[config.mk]
export PLATFORM = sky130hd
export DESIGN_NAME = iob_post_fifo_flat
export DESIGN_NICKNAME = d
export VERILOG_FILES = /design/src/rtl/iob_post_fifo_if.sv /design/src/rtl/iob_post_fifo.sv /design/src/flat_wrapper.sv
export SDC_FILE = /design/constraint.sdc
export NUM_CORES = 1
export LEC_CHECK = 0
export ABC_AREA = 1
export ABC_CLOCK_PERIOD_IN_PS = 3900
export BUFFER_PORTS_ARGS = -buffer_cell sky130_fd_sc_hd__buf_4
export CAP_MARGIN = 20
export CORE_ASPECT_RATIO = 1.4
export CORE_UTILIZATION = 55
export CTS_CLUSTER_SIZE = 28
export DETAILED_ROUTE_END_ITERATION = 16
export PLACE_DENSITY = 0.79
export SYNTH_ARGS = -nofsm -noshare
export SYNTH_HDL_FRONTEND = slang
export SYNTH_SLANG_ARGS = --single-unit
[constraint.sdc]
create_clock -name CLK_FSB -period 3.9 [get_ports CLK_FSB]
set_clock_uncertainty 0.05 [all_clocks]
set_input_delay 0.195 -clock CLK_FSB [delete_from_list [all_inputs] [get_ports CLK_FSB]]
set_output_delay 0.195 -clock CLK_FSB [all_outputs]
set_load 0.01 [all_outputs]
[src/rtl/iob_post_fifo_if.sv]
// IOB request channel between the post FIFO (slave) and the IOB master.
// IOREQ/IOACT handshake plus the head-entry fields and returned read data.
interface iob_post_fifo_if #(
    parameter int AW = 23,
    parameter int DW = 16
) ();
    logic          IOREQ;
    logic          IOACT;
    logic          IORW0;
    logic          IOL0;
    logic          IOU0;
    logic [AW:1]   IOA;
    logic [DW-1:0] IOD;
    logic [DW-1:0] IODIN;

    modport slave (
        output IOREQ, IORW0, IOL0, IOU0, IOA, IOD,
        input  IOACT, IODIN
    );

    modport master (
        input  IOREQ, IORW0, IOL0, IOU0, IOA, IOD,
        output IOACT, IODIN
    );
endinterface

[src/rtl/iob_post_fifo.sv]
// FSB-to-IOB in-order transfer FIFO with optional write posting.
// Define IOB_POST_WRITE_EN to let writes retire as soon as they are queued.
module iob_post_fifo #(
    parameter int DEPTH = 2,
    parameter int AW    = 23,
    parameter int DW    = 16
) (
    input  logic          CLK_FSB,
    input  logic          nRES,
    input  logic [AW:1]   A_FSB,
    input  logic [DW-1:0] D_FSB,
    input  logic          nWE_FSB,
    input  logic          nLDS_FSB,
    input  logic          nUDS_FSB,
    input  logic          ASActive,
    input  logic          ASInactive,
    input  logic          IOCS,
    output logic          Ready_IOBS,
    output logic          nDinOE,
    output logic [DW-1:0] RDATA,
    output logic          IOEmpty,
    iob_post_fifo_if.slave iob
);
    localparam int PW = $clog2(DEPTH);
    localparam int CW = PW + 1;
`ifdef IOB_POST_WRITE_EN
    localparam bit POST = 1'b1;
`else
    localparam bit POST = 1'b0;
`endif

    typedef struct packed {
        logic          rw;
        logic          l;
        logic          u;
        logic [AW:1]   a;
        logic [DW-1:0] d;
    } ent_t;

    typedef enum logic [1:0] {S_IDLE, S_WAIT, S_RDY} sst_t;
    typedef enum logic [1:0] {M_IDLE, M_REQ, M_ACT} mst_t;

    ent_t          mem_q [DEPTH];
    logic [PW-1:0] wptr_q, rptr_q;
    logic [CW-1:0] count_q;
    sst_t          sst_q, sst_d;
    mst_t          mst_q, mst_d;
    ent_t          cur_q, cur_d;
    logic          pend_q, pend_d;
    logic          abort_q, abort_d;
    logic [DW-1:0] rdata_q;

    ent_t new_ent, head, push_ent;
    logic full, empty, push, pop, rd_done, done;
    logic aborted, m_busy;

    assign full    = (count_q == CW'(DEPTH));
    assign empty   = (count_q == '0);
    assign head    = mem_q[rptr_q];
    assign pop     = (mst_q == M_ACT) & ~iob.IOACT;
    assign rd_done = pop & head.rw;
    // Non-posted cycles finish on their own pop; occupancy is at most one.
    assign done    = POST ? rd_done : pop;
    assign aborted = abort_q | ASInactive;

    assign new_ent = '{
        rw: nWE_FSB,
        l:  ~nLDS_FSB,
        u:  ~nUDS_FSB,
        a:  A_FSB,
        d:  D_FSB
    };

    always_comb begin
        sst_d    = sst_q;
        cur_d    = cur_q;
        pend_d   = pend_q;
        abort_d  = abort_q;
        push     = 1'b0;
        push_ent = cur_q;
        unique case (sst_q)
            S_IDLE: begin
                if (ASActive & IOCS) begin
                    cur_d   = new_ent;
                    abort_d = 1'b0;
                    sst_d   = S_WAIT;
                    if (!full) begin
                        push     = 1'b1;
                        push_ent = new_ent;
                        if (!new_ent.rw && POST)
                            sst_d = S_RDY;
                    end else begin
                        pend_d = 1'b1;
                    end
                end
            end
            S_WAIT: begin
                if (ASInactive)
                    abort_d = 1'b1;
                if (pend_q) begin
                    if (!full) begin
                        push   = 1'b1;
                        pend_d = 1'b0;
                        if (!cur_q.rw && POST)
                            sst_d = aborted ? S_IDLE : S_RDY;
                    end
                end else if (done) begin
                    sst_d = aborted ? S_IDLE : S_RDY;
                end
            end
            S_RDY: begin
                if (ASInactive)
                    sst_d = S_IDLE;
            end
            default: sst_d = S_IDLE;
        endcase
    end

    always_comb begin
        mst_d = mst_q;
        unique case (mst_q)
            M_IDLE:  if (!empty) mst_d = M_REQ;
            M_REQ:   if (iob.IOACT) mst_d = M_ACT;
            M_ACT:   if (!iob.IOACT) mst_d = M_IDLE;
            default: mst_d = M_IDLE;
        endcase
    end

    always_ff @(posedge CLK_FSB or negedge nRES) begin
        if (!nRES) begin
            sst_q   <= S_IDLE;
            mst_q   <= M_IDLE;
            cur_q   <= '0;
            pend_q  <= 1'b0;
            abort_q <= 1'b0;
            wptr_q  <= '0;
            rptr_q  <= '0;
            count_q <= '0;
            rdata_q <= '0;
        end else begin
            sst_q   <= sst_d;
            mst_q   <= mst_d;
            cur_q   <= cur_d;
            pend_q  <= pend_d;
            abort_q <= abort_d;
            count_q <= count_q + CW'(push) - CW'(pop);
            if (push)
                wptr_q <= wptr_q + 1'b1;
            if (pop)
                rptr_q <= rptr_q + 1'b1;
            if (rd_done)
                rdata_q <= iob.IODIN;
        end
    end

    // Storage needs no reset: the head is gated off while the master idles.
    always_ff @(posedge CLK_FSB) begin
        if (push)
            mem_q[wptr_q] <= push_ent;
    end

    assign m_busy     = (mst_q != M_IDLE);
    assign iob.IOREQ  = (mst_q == M_REQ);
    assign iob.IORW0  = m_busy & head.rw;
    assign iob.IOL0   = m_busy & head.l;
    assign iob.IOU0   = m_busy & head.u;
    assign iob.IOA    = m_busy ? head.a : '0;
    assign iob.IOD    = m_busy ? head.d : '0;

    assign Ready_IOBS = ~IOCS | (sst_q == S_RDY);
    assign nDinOE     = ~((sst_q == S_RDY) & cur_q.rw);
    assign RDATA      = rdata_q;
    assign IOEmpty    = empty & ~m_busy;
endmodule

[src/flat_wrapper.sv]
// flat-port wrapper written by rule: the top's interface ports become plain ports
module iob_post_fifo_flat 
#(
    parameter int DEPTH = 2,
    parameter int AW    = 23,
    parameter int DW    = 16
)
  (CLK_FSB, nRES, A_FSB, D_FSB, nWE_FSB, nLDS_FSB, nUDS_FSB, ASActive, ASInactive, IOCS, Ready_IOBS, nDinOE, RDATA, IOEmpty, iob_IOREQ, iob_IORW0, iob_IOL0, iob_IOU0, iob_IOA, iob_IOD, iob_IOACT, iob_IODIN);
  iob_post_fifo_if #(.AW(AW), .DW(DW)) iob_i ();
  input  logic CLK_FSB;
  input  logic nRES;
  input  logic [AW:1] A_FSB;
  input  logic [DW-1:0] D_FSB;
  input  logic nWE_FSB;
  input  logic nLDS_FSB;
  input  logic nUDS_FSB;
  input  logic ASActive;
  input  logic ASInactive;
  input  logic IOCS;
  output logic Ready_IOBS;
  output logic nDinOE;
  output logic [DW-1:0] RDATA;
  output logic IOEmpty;
  output wire logic [$bits(iob_i.IOREQ)-1:0] iob_IOREQ;
  output wire logic [$bits(iob_i.IORW0)-1:0] iob_IORW0;
  output wire logic [$bits(iob_i.IOL0)-1:0] iob_IOL0;
  output wire logic [$bits(iob_i.IOU0)-1:0] iob_IOU0;
  output wire logic [$bits(iob_i.IOA)-1:0] iob_IOA;
  output wire logic [$bits(iob_i.IOD)-1:0] iob_IOD;
  input wire logic [$bits(iob_i.IOACT)-1:0] iob_IOACT;
  input wire logic [$bits(iob_i.IODIN)-1:0] iob_IODIN;
  assign iob_IOREQ = iob_i.IOREQ;
  assign iob_IORW0 = iob_i.IORW0;
  assign iob_IOL0 = iob_i.IOL0;
  assign iob_IOU0 = iob_i.IOU0;
  assign iob_IOA = iob_i.IOA;
  assign iob_IOD = iob_i.IOD;
  assign iob_i.IOACT = iob_IOACT;
  assign iob_i.IODIN = iob_IODIN;
  iob_post_fifo #(.DEPTH(DEPTH), .AW(AW), .DW(DW)) u_core (.CLK_FSB(CLK_FSB), .nRES(nRES), .A_FSB(A_FSB), .D_FSB(D_FSB), .nWE_FSB(nWE_FSB), .nLDS_FSB(nLDS_FSB), .nUDS_FSB(nUDS_FSB), .ASActive(ASActive), .ASInactive(ASInactive), .IOCS(IOCS), .Ready_IOBS(Ready_IOBS), .nDinOE(nDinOE), .RDATA(RDATA), .IOEmpty(IOEmpty), .iob(iob_i));
endmodule
* Yosys cells after proc, flatten, opt, wreduce, memory -nomap -nowiden
Memory sizes are Yosys's and may differ from the RTL's. Cells that the tools add are included.
Storage, ports and cells: register bits 68, logic and storage cells 87, memories kept 1, RAM bits 84, input port bits 64
Memories:
- u_core.mem_q | words 2, bits a word 42, rd ports 1, clocked after Yosys merged registers in 0, wr ports 1, RTL line iob_post_fifo.sv:43 | ent_t mem_q [DEPTH];
Cells by class: mux-type cells 29, bitwise logic cells 16, reduce and logical (&&, ||, !) cells 10, equality and inequality tests 14, $add $sub $neg 4
Operator list (count):
- $mux W42 | 3
- $mux W23 | 1
- $mux W16 | 1
- $mux W2 | 8
- $pmux W2 S3 | 2
- $mux W1 | 11
- $ne A2 B2 Y1 const B | 5
- $reduce_and A3 Y1 | 3
- $and A1 B1 Y1 | 8
- $ne A2 B1 Y1 const B | 4
- $eq A2 B2 Y1 const B | 3
- $logic_not A2 Y1 | 3
- $not A1 Y1 | 6
- $pmux W1 S2 | 3
- $eq A2 B1 Y1 const B | 2
- $reduce_and A4 Y1 | 1
- $reduce_bool A2 Y1 | 2
- $add A1 B1 Y1 const B | 2
- $add A2 B1 Y2 | 1
- $or A1 B1 Y1 | 2
- $reduce_and A2 Y1 | 1
- $sub A2 B1 Y2 | 1

* Longest topological paths before layout
depth in word-level cells 6, mapped depth 11

* Worst setup path before layout
Ideal clock, no wire load.
path type reg-to-reg, from register u_core.count_q[1], to memory u_core.mem_q[1][0] (netlist bit), enable pin, stages on the path, launching flop included 4, period minus slack after synthesis 3.122 ns, path slack 0.778 ns, path buffers 0, arrival time 2.630 ns, path through dfrtp_1 -> a21oi_1 -> nand2_1 -> nor2_1
Between the ends: longest elaborated chain between the ends 6, elaborated cells between the ends (all ways) 7
Ends and longest elaborated chain:
- from (decl) | RTL line iob_post_fifo.sv:45 | logic [CW-1:0] count_q;
- from (signal assigned) | RTL line iob_post_fifo.sv:146 | count_q <= count_q + CW'(push) - CW'(pop);
- $eq A2 B2 Y1 (*) | RTL line iob_post_fifo.sv:57 | assign full = (count_q == CW'(DEPTH));
- $mux W1 (*) | RTL line iob_post_fifo.sv:87, iob_post_fifo.sv:101
- $mux W1, on equally long branches | RTL line iob_post_fifo.sv:100, iob_post_fifo.sv:83
- $pmux W1 S2 (*) | RTL line iob_post_fifo.sv:81 | unique case (sst_q)
- $mux W1 (*) | RTL line iob_post_fifo.sv:158 | if (push)
- $mux W1 (not written as such) (*) | RTL line iob_post_fifo.sv:159 | mem_q[wptr_q] <= push_ent;
- to (decl) | RTL line iob_post_fifo.sv:43
Mark *: on every way between the ends. The rest lies on a longest branch, timed or not.

* Worst setup path after layout
from register u_core.rptr_q, to output port iob_IOD[2]
Between the ends: longest elaborated chain between the ends 2
Ends and longest elaborated chain:
- from (decl) | RTL line iob_post_fifo.sv:44 | logic [PW-1:0] wptr_q, rptr_q;
- from (signal assigned) | RTL line iob_post_fifo.sv:150 | rptr_q <= rptr_q + 1'b1;
- $mem_v2 Z2 W42
- $mux W16 | RTL line iob_post_fifo.sv:168 | assign iob.IOD = m_busy ? head.d : '0;
- to (decl) | RTL line flat_wrapper.sv:29 | output wire logic [$bits(iob_i.IOD)-1:0] iob_IOD;
Every way passes these cells.

==> summary.txt <==
Layout
  • Design area: 8340 µm²
  • Most common cell after layout, fill and taps aside: nand2_1
  • Share of cells above drive strength 1: 0.247
  • Number of antenna diodes: 0
  • Most frequent cells in the layout: nand2_1 (224), buf_4 (129), edfxtp_1 (84)
  • Layout area overhead: 28.6%
  • Nets: 849

Timing
  • Relative slew slack: 0.341
  • Finish-stage setup viols: 0
  • Setup TNS: 0 ps
  • RSZ-0062 raised after global routing: false
  • Worst-Margin Slew: 989 ps
  • Final hold violations: 0
  • Hold_ws: 10.7 ps
  • Clock period minus final worst setup slack: 2800 ps
  • Period utilization: 0.719
  • Max Fclk: 357 MHz
  • Max Transition Viols Final: 0

Power
  • Power Dens Cells: 781 nW/µm²
  • Total Power: 6.52 mW
  • Pleak: 3.88 nW
  • Worst VDD drop: 0.466 mV

Clocking
  • Max clock buf depth: 2
  • CTS buffer count: 17
  • CTS tree: yes
  • Reg clk slew, reported paths: 60 ps
  • H-tree Lvls: 4
  • TritonCTS Sinks: 152
  • Clock root buffer: clkbuf_16
  • CTS resizes: 0
  • Worst skew pair latency: 420 ps

Die
  • Die area: 12,200 µm²
  • Core Footprint: 11,400 µm²
  • I/O pin count: 126
  • Die H: 131 µm
  • Die width: 93.8 µm
  • Initial Util: 0.569
  • Placement row count: 46

Critical path
  • CP required: 3650 ps
  • Crit-path most repeated cell: buf_4
  • Cell family with most CP delay: buffers and inverters
  • Slowest cell on crit path: dfrtp_2
  • Crit start category: flip-flop
  • Critical path fanouts, max: 44
  • Worst Setup Path Type: flip-flop to output pin
  • Delay of the slowest cell on the worst path: 910 ps
  • Crit end category: output pin
  • CP bufs+invs: 3
  • CP arrival: 2560 ps
  • CP Cell Sequence: clkinv_1 > buf_4 > nand2_1 > a21oi_1 > buf_4

Detailed routing
  • Avg Vias per Cell: 5.29
  • Drt drc: 0
  • Initial DRC Count: 328
  • Final wirelength: 14.3 mm
  • Pre-antenna DRT Iters: 5
  • Vias: 4,976
  • Wire per inst: 15.2 µm
  • Routed Antenna Nets: 0

Global routing
  • GRT overflow: 0
  • Vias in the first global route: 4,817
  • Met2 Use GR: 0.434
  • First-pass GRT wire length: 22.7 mm
  • Met1 Resource Use GR: 0.291
  • Met3 Usage GRT: 0.0503
  • GRT Util Overall: 0.248
  • Pin count of the biggest net entering global routing: 85
  • GR peak layer: met2
  • Initial antenna violation count: 0

Synth
  • Netlist area before placement: 6490 µm²
  • Synthesis-stage register bit count: 152
  • Top post-synthesis cells by area: edfxtp_1 (39%), dfrtp_1 (26%), nand2_1 (13%), o21ai_2 (3.6%), inv_1 (3.4%)
  • Ys Warns: 0
  • Syn_area_per_cell: 10.2 µm²
  • Post-synthesis sequential area ratio: 0.651
  • Synth unique cells: 24
  • Syn Nets: 704
  • Area leader, netlist: edfxtp_1
  • Synth Instances: 639
  • Area share of the largest cell type after synthesis: 0.389

Flow run
  • Maxcap violations: 0

Placement
  • Dpl hpwl: 8.71 mm
  • Placed cell area: 7430 µm²
  • Final Wtd Congestion: 0.811
  • Number of I/O port buffers: 125

Run status
  • Run status: finished, final reports clean

Hold path
  • Tightest Hold Check Type: input pin to flip-flop
[area by class of cell]
type | instances | area (µm²)
Fill cell | 780 | 3050
Inverter | 62 | 233
Multi-Input combinational cell | 391 | 1820
Timing Repair Buffer | 160 | 1280
Clock inverter | 15 | 179
Clock buffer | 17 | 425
Sequential cell | 152 | 4230
Tap cell | 144 | 180
[power by group]
part	switching [mW]	internal [mW]
Clock	0.687	0.970
Combinational	1.31	0.908
Sequential	0.303	2.33
[final timing paths]
check                                            startpoint                             to  slack, ps  cells past startpoint
worst max-delay path              u_core.rptr_q$_DFFE_PN0P_                     iob_IOD[2]       1100                      5
worst min-delay path                               D_FSB[7]    u_core.cur_q[7]$_DFFE_PN0P_         10                      3
worst max register to register  u_core.count_q[1]$_DFF_PN0_  u_core.mem_q[1][27]$_DFFE_PP_       1410                      4
worst min register to register  u_core.RDATA[6]$_DFFE_PN0P_    u_core.RDATA[6]$_DFFE_PN0P_        420                      2
max in group asynchronous                              nRES      u_core.rptr_q$_DFFE_PN0P_       2740                      2
min in group asynchronous                              nRES    u_core.RDATA[6]$_DFFE_PN0P_        390                      2
[layer usage]
metal  vias to the layer above  part of all wire
met4                         0             0.028
met3                        34             0.055
met5                         -                 0
met1                      2345              0.38
li1                       2392                 -
met2                       205              0.53
[cell usage after synthesis (all sizes together)]
library cell / count
nand4: 1
ha: 1
nand3: 24
clkbuf: 17
xor2: 1
clkinv: 2
buf: 17
o22ai: 1
a21oi: 43
nor3: 3
dfrtp: 68
nand2: 226
o21ai: 87
edfxtp: 84
nand3b: 1
nor2: 3
inv: 60
[logic make-up (layout without fill, tap and decap cells)]
kind of cell | Yosys count | count (layout) | share of synthesized area
AOI/OAI and AO/OA | 131 | 131 | 0.119
xor gates and xnor gates | 1 | 1 | 0.00135
adders and majority gates | 1 | 1 | 0.00193
buffers and inverters | 96 | 254 | 0.0704
DFF | 152 | 152 | 0.651
and+or+nand+nor | 258 | 258 | 0.157
[flip-flops by register name, summed over array words and instances (netlist names)]
signal,count
u_core.mem_q,84
u_core.abort_q,1
u_core.sst_q,2
u_core.wptr_q,1
u_core.count_q,2
u_core.pend_q,1
u_core.cur_q,42
u_core.RDATA,16
u_core.mst_q,2
u_core.rptr_q,1
[worst min-delay path, delay by kind of cell]
| family | cells | cell delay (ps) |
|---|---|---|
| buf+inv | 2 | 120 |
| compound gates | 1 | 120 |
[per-stage QoR]
stage,setup slack (ps),cells,utilization
2_1_floorplan,778,639,-
3_3_place_gp,1410,878,0.652
3_5_place_dp,1400,878,0.652
4_1_cts,1100,941,0.732
5_1_grt,965,941,0.732
6_report,1100,941,0.732
[repair_timing]
action	CTS	global route
hold buffers	31	0
endpoints found under the hold margin	99	0
buffers inserted	0	0
(Power assumes the default switching activity.)
